===== config.mk =====
export PLATFORM = sky130hd
export DESIGN_NAME = axil_cfg_slave
export DESIGN_NICKNAME = d
export VERILOG_FILES = /design/src/rtl/axil_cfg_slave.sv
export SDC_FILE = /design/constraint.sdc
export NUM_CORES = 1
export LEC_CHECK = 0
export CORE_ASPECT_RATIO = 1.2
export CORE_MARGIN = 4
export CORE_UTILIZATION = 35
export DETAILED_ROUTE_END_ITERATION = 6
export DONT_BUFFER_PORTS = 1
export PLACE_DENSITY = 0.57
export RECOVER_POWER = 50
export REMOVE_ABC_BUFFERS = 1
export SLEW_MARGIN = 20
export SYNTH_ARGS = -nofsm -noshare
export SYNTH_HDL_FRONTEND = slang
export SYNTH_SLANG_ARGS = --single-unit

===== constraint.sdc =====
create_clock -name axis_clk -period 2.57 [get_ports axis_clk]
set_input_delay 0.1285 -clock axis_clk [delete_from_list [all_inputs] [get_ports axis_clk]]
set_output_delay 0.1285 -clock axis_clk [all_outputs]
set_load 0.1 [all_outputs]

===== src/rtl/axil_cfg_slave.sv =====
// AXI-Lite config register slave (AW/W/AR/R only, no B channel): ID, CTRL, gated cycle counter,
// counter clear pulse and twelve scratch words.
module axil_cfg_slave #(
  parameter int unsigned ADDR_W   = 32,
  parameter logic [31:0] ID_VALUE = 32'hA11C_0001
) (
  input  logic              axis_clk,
  input  logic              axis_rst_n,
  input  logic              s_awvalid,
  input  logic [ADDR_W-1:0] s_awaddr,
  output logic              s_awready,
  input  logic              s_wvalid,
  input  logic [31:0]       s_wdata,
  input  logic [3:0]        s_wstrb,
  output logic              s_wready,
  input  logic              s_arvalid,
  input  logic [ADDR_W-1:0] s_araddr,
  output logic              s_arready,
  output logic              s_rvalid,
  output logic [31:0]       s_rdata,
  input  logic              s_rready,
  output logic [31:0]       ctrl_out
);

  localparam int unsigned NumScratch = 12;

  typedef enum logic {StIdle, StResp} rd_state_e;

  logic        aw_held_q, aw_map_q;
  logic [3:0]  aw_idx_q;
  logic        w_held_q;
  logic [31:0] w_data_q;
  logic [3:0]  w_strb_q;
  logic [31:0] ctrl_q, counter_q;
  logic [31:0] scratch_q [NumScratch];
  rd_state_e   rd_state_q, rd_state_d;
  logic [31:0] rdata_q, rdata_d;
  logic [31:0] rd_word;
  logic        aw_fire, w_fire, commit, wr_hit_ctrl, cnt_clr;
  logic [3:0]  rd_idx;
  logic        unused_addr_lsbs;

  // Byte lanes are word-granular; the low address bits carry no information.
  assign unused_addr_lsbs = ^{s_awaddr[1:0], s_araddr[1:0]};

  function automatic logic [31:0] merge(input logic [31:0] old, input logic [31:0] data,
                                        input logic [3:0] strb);
    logic [31:0] res;
    res = old;
    for (int b = 0; b < 4; b++) begin
      if (strb[b]) res[8*b +: 8] = data[8*b +: 8];
    end
    return res;
  endfunction

  assign s_awready   = !aw_held_q;
  assign s_wready    = !w_held_q;
  assign aw_fire     = s_awvalid && s_awready;
  assign w_fire      = s_wvalid && s_wready;
  assign commit      = aw_held_q && w_held_q;
  assign wr_hit_ctrl = commit && aw_map_q && (aw_idx_q == 4'd1);
  assign cnt_clr     = commit && aw_map_q && (aw_idx_q == 4'd3) && w_strb_q[0] && w_data_q[0];
  assign ctrl_out    = ctrl_q;
  assign s_rdata     = rdata_q;

  // Readies are low while held, so a new beat can never coincide with a commit.
  always_ff @(posedge axis_clk or negedge axis_rst_n) begin
    if (!axis_rst_n) begin
      aw_held_q <= 1'b0;
      aw_map_q  <= 1'b0;
      aw_idx_q  <= '0;
      w_held_q  <= 1'b0;
      w_data_q  <= '0;
      w_strb_q  <= '0;
    end else begin
      if (aw_fire) begin
        aw_held_q <= 1'b1;
        aw_map_q  <= (s_awaddr[ADDR_W-1:6] == '0);
        aw_idx_q  <= s_awaddr[5:2];
      end
      if (w_fire) begin
        w_held_q <= 1'b1;
        w_data_q <= s_wdata;
        w_strb_q <= s_wstrb;
      end
      if (commit) begin
        aw_held_q <= 1'b0;
        w_held_q  <= 1'b0;
      end
    end
  end

  always_ff @(posedge axis_clk or negedge axis_rst_n) begin
    if (!axis_rst_n) begin
      ctrl_q    <= '0;
      counter_q <= '0;
      for (int i = 0; i < NumScratch; i++) scratch_q[i] <= '0;
    end else begin
      if (wr_hit_ctrl) ctrl_q <= merge(ctrl_q, w_data_q, w_strb_q);
      if (cnt_clr) begin
        counter_q <= '0;
      end else if (ctrl_q[0]) begin
        counter_q <= counter_q + 32'd1;
      end
      for (int i = 0; i < NumScratch; i++) begin
        if (commit && aw_map_q && (aw_idx_q == 4'(i + 4))) begin
          scratch_q[i] <= merge(scratch_q[i], w_data_q, w_strb_q);
        end
      end
    end
  end

  assign rd_idx = s_araddr[5:2];

  always_comb begin
    rd_word = '0;
    if (s_araddr[ADDR_W-1:6] == '0) begin
      case (rd_idx)
        4'd0:    rd_word = ID_VALUE;
        4'd1:    rd_word = ctrl_q;
        4'd2:    rd_word = counter_q;
        4'd3:    rd_word = '0;
        default: rd_word = scratch_q[rd_idx - 4'd4];
      endcase
    end
  end

  always_ff @(posedge axis_clk or negedge axis_rst_n) begin
    if (!axis_rst_n) begin
      rd_state_q <= StIdle;
      rdata_q    <= '0;
    end else begin
      rd_state_q <= rd_state_d;
      rdata_q    <= rdata_d;
    end
  end

  always_comb begin
    rd_state_d = rd_state_q;
    rdata_d    = rdata_q;
    s_arready  = 1'b0;
    s_rvalid   = 1'b0;
    unique case (rd_state_q)
      StIdle: begin
        s_arready = 1'b1;
        if (s_arvalid) begin
          rdata_d    = rd_word;
          rd_state_d = StResp;
        end
      end
      StResp: begin
        s_rvalid = 1'b1;
        if (s_rready) rd_state_d = StIdle;
      end
      default: rd_state_d = StIdle;
    endcase
  end

endmodule


==> flow_summary.toml <==
[floorplan]
ios = 174
die_area_um2 = 73110
initial_core_util_pct = 35.26
die_x_um = 247.5
rows = 105
die_h_um = 295.4
placeableCoreArea_um2 = 68320

[pwr]
power.ir.vdd_worst_mv = 0.5001
power.share.sequential_pct = 50.9
leakage_nw = 12.80
p_switching_w = 0.005475
internal_power_w = 0.01373
power.share.combinational_pct = 9.2
powerDensity_nw_per_um2 = 690.6
totalPowerFinal_w = 0.01921
swShare_pct = 28.50
share_clk_of_total_power_pct = 39.9

[sta]
grt_setup_unrepaired = "yes"
finalHoldWorstSlack_ps = 57.35
hold_viol_final = 0
finalWorstSetupSlack_ps = 97.52
setup_viol = 0
period_minus_slack_ps = 2472
timing_worst_slew_pin_value_ps = 1704
finClkSkew_ps = 10.49
final_min_period_over_clock_period_pct = 96.21
max_slew_margin_pct = -13.61
report.final.slew_viol_count = 183
fmax_ghz = 0.4045

[placed_design]
detailed_place.area_um2 = 25620
placed_cells = 2655
place_ws_ps = 186.3
detailed_place_hpwl_um = 41120
port-buffer-count = 0
gp_congestion = 0.7912

[clock_network]
worstSkewPairLatency_ps = 590
clock_tree.root_cell = "clkbuf_16"
post_cts_repair_setup_buffers = 0
cts_made_buffers = 52
ctsLongestPathBuffers = 3
tritoncts = "built"
htreeDepth = 2
clk_pin_slew_worst_paths_ps = 60
tritoncts_num_sinks = 524

[synth]
synth.mux.area_fraction_pct = 29.81
warnings_from_yosys = 0
netlist.top_cell.by_area = "dfrtp_1"
synth-compound-area-share_pct = 6.523
netlist_top_cells_count = "dfrtp_1, mux2_2, nand2_1, clkbuf_1, nand3_1"
dominant_combinational_cell_family_by_area_after_synthesis = "multiplexers"
synth.area.top_cells = "dfrtp_1, mux2_2, mux4_2"
syn_area_per_cell_um2 = 13.64
synth_ff_type = "dfrtp_1"
post_synthesis_instance_area_um2 = 24090
yosysSeqAreaShare_pct = 54.43
postSynth.asyncResetShare_pct = 100.0
postSynthRegisterBits = 524
synthAdderAreaFrac_pct = 0.1039
post_synthesis_xor_xnor_area_fraction_pct = 0.4363
post-synth-top-count-cell = "dfrtp_1"
synthesis.instances = 1766
synth-simple-area-share_pct = 6.207
synth_top_area_share_pct = 54.43
synth_cell_type_count = 48
number_of_synthesized_flops_with_an_enable_pin = 0

[critical_path]
timing.critical_path.to_type = "flop"
timing.critical_path.slowest_cell_delay_ps = 640
timing_worst_setup_path_type = "flop to flop"
worst_path_arrival_time_ps = 2940
worstPathMaxFanout = 16
worst_ep_required_time_ps = 3040
crit_slowest_cell = "nand3_1"
critical-path-top-delay-family = "simple AND/OR/NAND/NOR gates"
worst_setup_path_start_kind = "flop"
crit_buf_inv = 0
crit_chain = "and3_1 -> and3_1 -> nand3_1 -> mux2_2"
crit_top_cell = "and3_1"

[layout]
synthToLayoutAreaGrowth_pct = 15.44
finalNetCount = 1977
post_route_cells_drive_above_1_share_pct = 35.67
final_cells = 2821
post-route-cell-area_um2 = 27810

[job]
drv_cap = 1

[global_route]
global_route_wire_length_before_repair_um = 104400
grt_pass1_vias = 16360
grt_util_all_layers_pct = 18.74
largest_net_degree_at_the_start_of_global_routing = 525
grt-ovfl-total = 0
number_of_antenna_violations_at_the_first_check_in_global_routing = 3

[detailed_routing]
drt_pass1_iterations = 5
routed_wire_length_per_instance_um = 24.29
detail_route.wirelength_um = 68520
vias = 15532
antenna_left = 0
detail_route.vias_per_cell = 5.506
drt_drc_violations_left = 0
first_iter_violations = 1124

[run_status]
failed_checks = "capacitance limit, slew limit"
outcome = "complete, but fails checks"

[hold_path]
type_of_the_worst_min_delay_path = "input port to flop"
## layout make-up
class	count	area (um2)
clock buffers	79	1544
clock inverters	15	150.1
repair buffers	183	1384
well taps	909	1137
inverters	13	48.80
flip-flops and latches	524	13110
fillers	6431	40510
multi-input cells	1095	10430
diodes	3	7.507
## cell families (layout without fill, tap and decap cells)
family | count (synthesis) | after routing
flops | 524 | 524
compound gates | 204 | 204
fa+ha+maj | 2 | 2
mux | 581 | 581
buf+inv | 147 | 290
simple gates | 296 | 296
xor+xnor | 12 | 12
other cells | 0 | 3
## per-stage QoR
step           setup TNS (ps)  util (%)
2_1_floorplan          -29380         -
3_3_place_gp                0     37.50
3_5_place_dp                0     37.50
4_1_cts                     0     40.93
5_1_grt                -63.44     40.70
6_report                    0     40.71
## final timing paths
kind / to / start / cells after the start / slack, ps
max reg2reg: scratch_q[105] / aw_held_q / 4 / 100
min: s_rdata[4] / s_araddr[3] / 3 / 60
max in group asynchronous: w_data_q[20] / axis_rst_n / 3 / 600
min reg2reg: scratch_q[356] / scratch_q[356] / 1 / 500
min in group asynchronous: scratch_q[220] / axis_rst_n / 3 / 410
max: scratch_q[105] / aw_held_q / 4 / 100
## flip-flops by register name, indices dropped and copies added (netlist names)
signal	count
aw_held_q	1
aw_idx_q	4
aw_map_q	1
counter_q	32
ctrl_out	32
rd_state_q	1
s_rdata	32
scratch_q	384
w_data_q	32
w_held_q	1
w_strb_q	4
## power groups by stage
stage                     clock network [W]  registers, W  logic (W)
after global placement                    0       0.00985    0.00143
after detailed placement                  0       0.00992    0.00145
after floorplan                           0       0.00942   0.000965
after CTS                           0.00787       0.00976    0.00162
final                               0.00767       0.00977    0.00177
after global routing                0.00819       0.00991    0.00193
## per-layer routing
layer | vias up | global-route usage (%) | part of all wire [%]
met5 | - | 0 | 0.019
met4 | 2 | 4.500 | 2.0
met3 | 91 | 4.463 | 6.7
met2 | 386 | 31.97 | 50
met1 | 8251 | 24.23 | 41
li1 | 6802 | - | -
## worst register-to-register path, stage by stage, from the launching register on
cell and delay (ps):
dfrtp_1 390, and3_1 220, and3_1 610, nand3_1 640
mux2_2 490
## timing repair
item,CTS,global route
endpoints found under the hold margin,599,349
endpoints found under the setup margin,0,8
hold buffers,62,3
resized for setup,0,2
## layout by cell type, fill, tap and decap left out, drive strengths merged, types with 39 or more instances in the layout
cell type	instances
a22oi	57
buf	47
clkbuf	153
dfrtp	524
dlygate4sd3	62
mux2	452
mux2i	65
mux4	64
nand2	104
nand3	69
nor2	39
No activity file was read; power rests on OpenSTA's default activity.
